**src/rtl/matmul_controller.sv**
```systemverilog
// Matrix-multiply sequencer: computes C = A x B on the register file
// using one MAC, one C element per pass (row read, column read, MAC, write).
module matmul_controller #(
    parameter int size          = 4,
    parameter int address_width = 4,
    parameter int cell_width    = 32,
    localparam int width        = cell_width * size
) (
    input  logic                     in_clk,
    input  logic                     in_reset,
    input  logic                     in_start,
    input  logic [width-1:0]         in_rf_data,
    output logic [address_width-1:0] out_rf_address,
    output logic [width-1:0]         out_rf_data,
    output logic [1:0]               out_rf_type,
    output logic [1:0]               out_rf_select,
    output logic                     out_rf_read_en,
    output logic                     out_rf_write_en,
    output logic                     out_busy,
    output logic                     out_done
);

    typedef enum logic [2:0] {
        IDLE,
        RD_ROW,
        RD_COL,
        LATCH_COL,
        MAC,
        WRITE,
        DONE
    } state_t;

    localparam logic [address_width-1:0] LAST = address_width'(size - 1);

    localparam logic [1:0] T_CELL = 2'b00;
    localparam logic [1:0] T_ROW  = 2'b01;
    localparam logic [1:0] T_COL  = 2'b10;
    localparam logic [1:0] S_A    = 2'b00;
    localparam logic [1:0] S_B    = 2'b01;
    localparam logic [1:0] S_C    = 2'b10;

    state_t                   r_state;
    logic [address_width-1:0] r_i;
    logic [address_width-1:0] r_j;
    logic [address_width-1:0] r_k;
    logic [cell_width-1:0]    r_acc;
    logic [width-1:0]         r_row;
    logic [width-1:0]         r_col;

    logic [cell_width-1:0]    w_a;
    logic [cell_width-1:0]    w_b;
    logic [cell_width-1:0]    w_prod;
    logic [cell_width-1:0]    w_acc_nxt;
    logic [address_width-1:0] w_i_nxt;
    logic [address_width-1:0] w_j_nxt;
    logic [address_width-1:0] w_wr_addr;
    logic [address_width-1:0] w_row_addr;
    logic                     w_last_elem;

    // Product and sum both wrap modulo 2^cell_width.
    always_comb begin
        w_a       = r_row[r_k*cell_width +: cell_width];
        w_b       = r_col[r_k*cell_width +: cell_width];
        w_prod    = w_a * w_b;
        w_acc_nxt = r_acc + w_prod;
    end

    always_comb begin
        w_last_elem = (r_i == LAST) && (r_j == LAST);
        w_j_nxt     = (r_j == LAST) ? '0 : r_j + 1'b1;
        w_i_nxt     = (r_j == LAST) ? r_i + 1'b1 : r_i;
        w_wr_addr   = address_width'(r_i * size + r_j);
        w_row_addr  = address_width'(w_i_nxt * size);
    end

    // Outputs are registered for the state being entered.
    always_ff @(posedge in_clk) begin
        if (!in_reset) begin
            r_state         <= IDLE;
            r_i             <= '0;
            r_j             <= '0;
            r_k             <= '0;
            r_acc           <= '0;
            r_row           <= '0;
            r_col           <= '0;
            out_rf_address  <= '0;
            out_rf_data     <= '0;
            out_rf_type     <= '0;
            out_rf_select   <= '0;
            out_rf_read_en  <= 1'b0;
            out_rf_write_en <= 1'b0;
            out_busy        <= 1'b0;
            out_done        <= 1'b0;
        end else begin
            out_rf_address  <= '0;
            out_rf_data     <= '0;
            out_rf_type     <= '0;
            out_rf_select   <= '0;
            out_rf_read_en  <= 1'b0;
            out_rf_write_en <= 1'b0;
            out_busy        <= 1'b0;
            out_done        <= 1'b0;
            unique case (r_state)
                IDLE: begin
                    if (in_start) begin
                        r_i            <= '0;
                        r_j            <= '0;
                        r_state        <= RD_ROW;
                        out_rf_read_en <= 1'b1;
                        out_rf_type    <= T_ROW;
                        out_rf_select  <= S_A;
                        out_busy       <= 1'b1;
                    end
                end
                RD_ROW: begin
                    r_state        <= RD_COL;
                    out_rf_read_en <= 1'b1;
                    out_rf_type    <= T_COL;
                    out_rf_select  <= S_B;
                    out_rf_address <= r_j;
                    out_busy       <= 1'b1;
                end
                RD_COL: begin
                    r_row    <= in_rf_data;
                    r_state  <= LATCH_COL;
                    out_busy <= 1'b1;
                end
                LATCH_COL: begin
                    r_col    <= in_rf_data;
                    r_acc    <= '0;
                    r_k      <= '0;
                    r_state  <= MAC;
                    out_busy <= 1'b1;
                end
                MAC: begin
                    r_acc    <= w_acc_nxt;
                    r_k      <= r_k + 1'b1;
                    out_busy <= 1'b1;
                    if (r_k == LAST) begin
                        r_state         <= WRITE;
                        out_rf_write_en <= 1'b1;
                        out_rf_type     <= T_CELL;
                        out_rf_select   <= S_C;
                        out_rf_address  <= w_wr_addr;
                        out_rf_data     <= width'(w_acc_nxt);
                    end
                end
                WRITE: begin
                    r_i <= w_i_nxt;
                    r_j <= w_j_nxt;
                    if (w_last_elem) begin
                        r_state  <= DONE;
                        out_done <= 1'b1;
                    end else begin
                        r_state        <= RD_ROW;
                        out_rf_read_en <= 1'b1;
                        out_rf_type    <= T_ROW;
                        out_rf_select  <= S_A;
                        out_rf_address <= w_row_addr;
                        out_busy       <= 1'b1;
                    end
                end
                DONE: begin
                    r_state <= IDLE;
                end
                default: begin
                    r_state <= IDLE;
                end
            endcase
        end
    end

endmodule

```
**config.mk**
```make
export PLATFORM = sky130hd
export DESIGN_NAME = matmul_controller
export DESIGN_NICKNAME = d
export VERILOG_FILES = /design/src/rtl/matmul_controller.sv
export SDC_FILE = /design/constraint.sdc
export NUM_CORES = 2
export LEC_CHECK = 0
export CORE_MARGIN = 5
export CORE_UTILIZATION = 60
export CTS_CLUSTER_DIAMETER = 80
export DETAILED_ROUTE_END_ITERATION = 7
export PLACE_DENSITY = 0.88
export SYNTH_ARGS = -nofsm -noshare
export SYNTH_HDL_FRONTEND = slang
export SYNTH_SLANG_ARGS = --single-unit
```
**constraint.sdc**
```tcl
create_clock -name in_clk -period 13.4 [get_ports in_clk]
set_input_delay 2.68 -clock in_clk [delete_from_list [all_inputs] [get_ports in_clk]]
set_output_delay 2.68 -clock in_clk [all_outputs]
set_load 0.03 [all_outputs]
```
Word-level counts from Yosys, hierarchy flattened:

Cells that the tools add are included.

* register bits: 443

* multiplexer cells: 25
* multiply operators: 1
* reductions and logical operators: 11
* shifts and indexed selects: 2
* add/sub/neg operators: 5
* equal/unequal tests: 11

Operators with widths (count)
* indexed part select 128 x 10 -> 32 bit: 2
* one-hot mux 32 bit (2 select lines): 1
* adder 32 bit: 1
* multiplier 32 x 32 -> 32 bit: 1
* one-hot mux 4 bit (2 select lines): 3
* two-way mux 4 bit: 5
* one-hot mux 3 bit (6 select lines): 1
* adder 4 x 1 -> 4 bit, second input constant: 3
* == test 4 x 2 -> 1 bit, second input constant: 3
* one-hot mux 4 bit (3 select lines): 1
* two-way mux 3 bit: 3
* AND reduction 2 bit: 4
* == test 3 x 2 -> 1 bit, second input constant: 2
* == test 3 bit, second input constant: 2
* two-way mux 1 bit: 6
* != test 2 bit, second input constant: 3
* one-hot mux 1 bit (3 select lines): 2
* one-hot mux 2 bit (3 select lines): 1
* AND reduction 3 bit: 2
* adder 4 bit: 1
* one-hot mux 2 bit (2 select lines): 1
* nonzero test 2 bit: 2
* OR reduction 4 bit: 1
* == test 3 x 1 -> 1 bit, second input constant: 1
* other kinds (3): 3

Depth between registers and ports, before layout:

* word-level depth: 4
* depth in mapped cells: 38
* mapped depth without buffers: 32

Worst setup path before layout:

No wires, ideal clock.

* path kind: register -> register
* start point: reg r_k[1]
* end point: reg r_acc[28]
* period minus slack after synthesis: 8.611 ns
* cell stages (with the launch flop): 34
* setup slack: 4.789 ns
* arrival time: 8.487 ns
* library setup time: 0.124 ns
* cells stage by stage: dfxtp_1 buf_4 buf_2 buf_2 buf_2 buf_1 buf_2 mux2i_1 nand2_1 o21ai_0 clkbuf_1 nor2_1 fa_1 fa_1 fa_1 inv_1 fa_1 inv_1 fa_1 inv_1 fa_1 inv_1 fa_1 fa_1 ha_1 a21o_1 a21oi_1 o21ai_0 or3_1 a21oi_1 o31ai_1 a211oi_1 xor2_1 o21ai_0

* cells in the longest elaborated chain, start to end: 4

Ends and longest elaborated chain
* start: declaration: line 45 `logic [address_width-1:0] r_k;`
* start signal: assignment: line 137 `r_k <= r_k + 1'b1;`
* indexed part select 128 x 10 -> 32 bit (on tied branches): line 62, 63
* multiplier 32 x 32 -> 32 bit *: line 64 `w_prod = w_a * w_b;`
* adder 32 bit *: line 65 `w_acc_nxt = r_acc + w_prod;`
* one-hot mux 32 bit (2 select lines) *: line 103 `unique case (r_state)`
* end signal: assignment: line 136 `r_acc <= w_acc_nxt;`
* end: declaration: line 46 `logic [cell_width-1:0] r_acc;`

Every way passes the cells marked *; elsewhere a longest branch is shown, timed or not.
A chain may end at the register's enable or synchronous reset.

Final worst setup path:

* start point: reg r_k[1]
* end point: reg r_acc[29]

The elaborated chain is that of the path after synthesis.

==> out/qor.csv <==
stage,metric,value,unit
cts,cts hold-fix bufs,0,
worst_setup_path,Critical Path Max Stage Delay,0.89,ns
floorplan,core area,52900,um^2
pwr,worst vdd ir,0.143,mV
hold_path,Hold WC Path Type,flop to flop,
yosys,Syn Inst Count,3678,
yosys,largest cells by area after synthesis,"fa_1 (27%), dfxtp_1 (22%), nand2_1 (8.9%)",
floorplan,FP Rows,84,
cts,CTS max path bufs,3,
floorplan,starting density of the core,60.8,%
cts,Clock Tree Root,clkbuf_16,
yosys,"count leader, synth",nand2_1,
yosys,Post-synth EDFFs,0,
routing,Pre-Repair DR Iteration Count,5,
yosys,"area leader, netlist",fa_1,
yosys,Synth top cells by count,"nand2_1 (763), inv_1 (486), fa_1 (438)",
global_route,first-pass GRT wire length,152000,um
routing,DR WL/cell,22.1,um
timing,Final Max Slew Viols,0,
timing,worst rel slew slack,18.4,%
cts,CTS Buf Count,38,
flow_run,maxcap violations,0,
cts,# clock sinks,346,
cts,post_cts resized,0,
floorplan,die width,241,um
yosys,Yosys cell types,60,
global_route,initial antenna violation count,0,
yosys,Seq cells post-synth,346,
timing,worst clock skew,0.0237,ns
worst_setup_path,critical path type,flop to flop,
timing,hold slack final,0.460,ns
global_route,largest net degree at the start of global routing,137,
timing,RSZ-0062 raised after global routing,false,
timing,setup TNS,0,ns
worst_setup_path,Crit Path Max Fanout,53,
routing,Initial DRC Count,2834,
cts,"Clk Latency, worst-skew pair",0.58,ns
cts,CTS tree,done,
timing,Period minus WS final,9.80,ns
worst_setup_path,CP Capture Type,flop,
timing,final period utilization,73.1,%
final_layout,layout cell share with drive strength beyond 1,5.21,%
routing,routed via count,26100,
place,DPL Wire Length,74600,um
final_layout,synthesis-to-layout area growth,9.43,%
cts,CTS H-Tree Depth,2,
yosys,Syn Std Cell Area,32100,um^2
run_status,outcome,"complete, no violations",
floorplan,die footprint,58300,um^2
place,Post-Place Setup Slack,3.85,ns
yosys,ys async rst share,0,%
pwr,Power Total,2.86,mW
global_route,grt total ovfl,0,
timing,Worst-Margin Slew,1.21,ns
pwr,Pwr Density,81.3,nW/um^2
timing,Max Freq,102,MHz
worst_setup_path,worst path arrival time,10.26,ns
place,Final Wtd Congestion,1.04,
yosys,number of synthesis warnings,0,
floorplan,I/O Pins,271,
yosys,Avg Inst Size Synth,8.74,um^2
cts,setup repair bufs after CTS,0,
routing,Routed Antenna Nets,0,
worst_setup_path,critical path's slowest cell,o21ai_0,
routing,DRT Wirelength,98200,um
final_layout,nets,4437,
worst_setup_path,family with the most delay on the worst path,adder cells,
global_route,vias in the first global route,26900,
worst_setup_path,WP data required,13.86,ns
pwr,LEAKAGE,14.4,nW
routing,DRC viols,0,
cts,Clock transition at path regs,0.06,ns
yosys,sequential-to-total area share from yosys stat,21.6,%
worst_setup_path,cell mode on critical path,fa_1,
final_layout,ant diodes,0,
timing,Final Hold Fails,0,
yosys,Main synth FF type,dfxtp_1,
timing,fin worst setup slack,3.60,ns
yosys,Yosys top cell area share,27.3,%
worst_setup_path,"Buf+Inv Stages, Crit Path",7,
timing,final setup fails,0,
place,input/output buffers,174,
floorplan,die height,241,um
worst_setup_path,startpoint types,flop,
routing,DR vias/cell,5.87,
global_route,GRT Util Overall,33.6,%
==> flip-flops by register name, indices dropped and copies added, names as in the netlist, 2 cells and up <==
register        cells
out_rf_address      4
out_rf_data        32
out_rf_select       2
r_acc              32
r_col             128
r_i                 4
r_j                 4
r_k                 4
r_row             128
r_state             3
==> metrics by stage <==
step / instances / instance area, um^2 / utilization, %
after global placement: 4388 / 33900 / 64.2
after detailed placement: 4388 / 33900 / 64.2
after global routing: 4449 / 35200 / 66.5
after floorplan: 3773 / 32500 / -
after CTS: 4449 / 35200 / 66.5
final: 4449 / 35200 / 66.5
==> placed cells by master (no fill, tap or decap), types with 10 or more instances in the layout <==
cell type	count
nand2_1	762
inv_1	486
fa_1	438
dfxtp_1	344
nor2_1	314
a21boi_0	258
clkdlybuf4s50_1	173
ha_1	128
conb_1	96
mux2i_1	80
and2_1	67
xnor2_1	65
o21ai_0	47
mux4_2	39
clkbuf_16	38
a21oi_1	37
nand2b_1	36
buf_4	34
and3_1	33
nor2b_1	31
mux2_2	24
xor2_1	22
o21a_1	21
nand3_1	17
or2_2	14
nor3_1	14
o22a_1	13
a21o_1	13
o22ai_2	10
==> final cells by class <==
cell class,count,area [um^2]
multi-input combinational,2659,22300
fill,4077,17700
sequential,346,6930
timing repair buffer,209,2020
inverter,486,1820
clock buffer,47,1010
tap,688,861
clock inverter,14,235
==> logic make-up (layout without fill, tap and decap cells) <==
family                   count (synthesis)  in the layout  share of synthesized area, %
AND/OR/NAND/NOR                       1307           1307                          17.0
multiplexers                           146            146                          6.17
buffers and inverters                  768            756                          10.4
XOR/XNOR                                89             89                          2.51
other                                    1             96                        0.0117
AO/OA/AOI/OAI                          455            455                          10.1
flip-flops                             346            346                          21.6
adder cells (fa/ha/maj)                566            566                          32.3
==> tightest hold or removal path, delay by kind of cell (launching register included) <==
family	cells	cell delay (ns)
AO/OA/AOI/OAI	1	0.06
flip-flops	1	0.30
AND/OR/NAND/NOR	1	0.04
==> power by group <==
group,internal [mW],switching [mW],leakage [nW]
clock,0.635,0.438,0.606
sequential,1.09,0.0475,2.80
combinational,0.198,0.452,11.0
total,1.92,0.937,14.4
==> worst paths after layout <==
path / startpoint / endpoint / slack (ns) / depth (start not counted)
worst min-delay path: r_row[125]$_SDFFE_PN0P_ / r_row[125]$_SDFFE_PN0P_ / 0.46 / 2
worst max register to register: r_k[1]$_SDFFE_PN0P_ / r_acc[29]$_SDFFE_PN0P_ / 3.60 / 29
worst max-delay path: r_k[1]$_SDFFE_PN0P_ / r_acc[29]$_SDFFE_PN0P_ / 3.60 / 29
worst min register to register: r_row[125]$_SDFFE_PN0P_ / r_row[125]$_SDFFE_PN0P_ / 0.46 / 2
==> metal layers <==
metal / up-vias / GRT usage [%] / share of wire (%)
met5: - / 0 / 0
met4: 0 / 18.0 / 6.6
met3: 403 / 8.52 / 11
met2: 1600 / 52.6 / 45
met1: 12800 / 43.3 / 37
li1: 11300 / - / -
No activity file was read; power rests on OpenSTA's default activity.
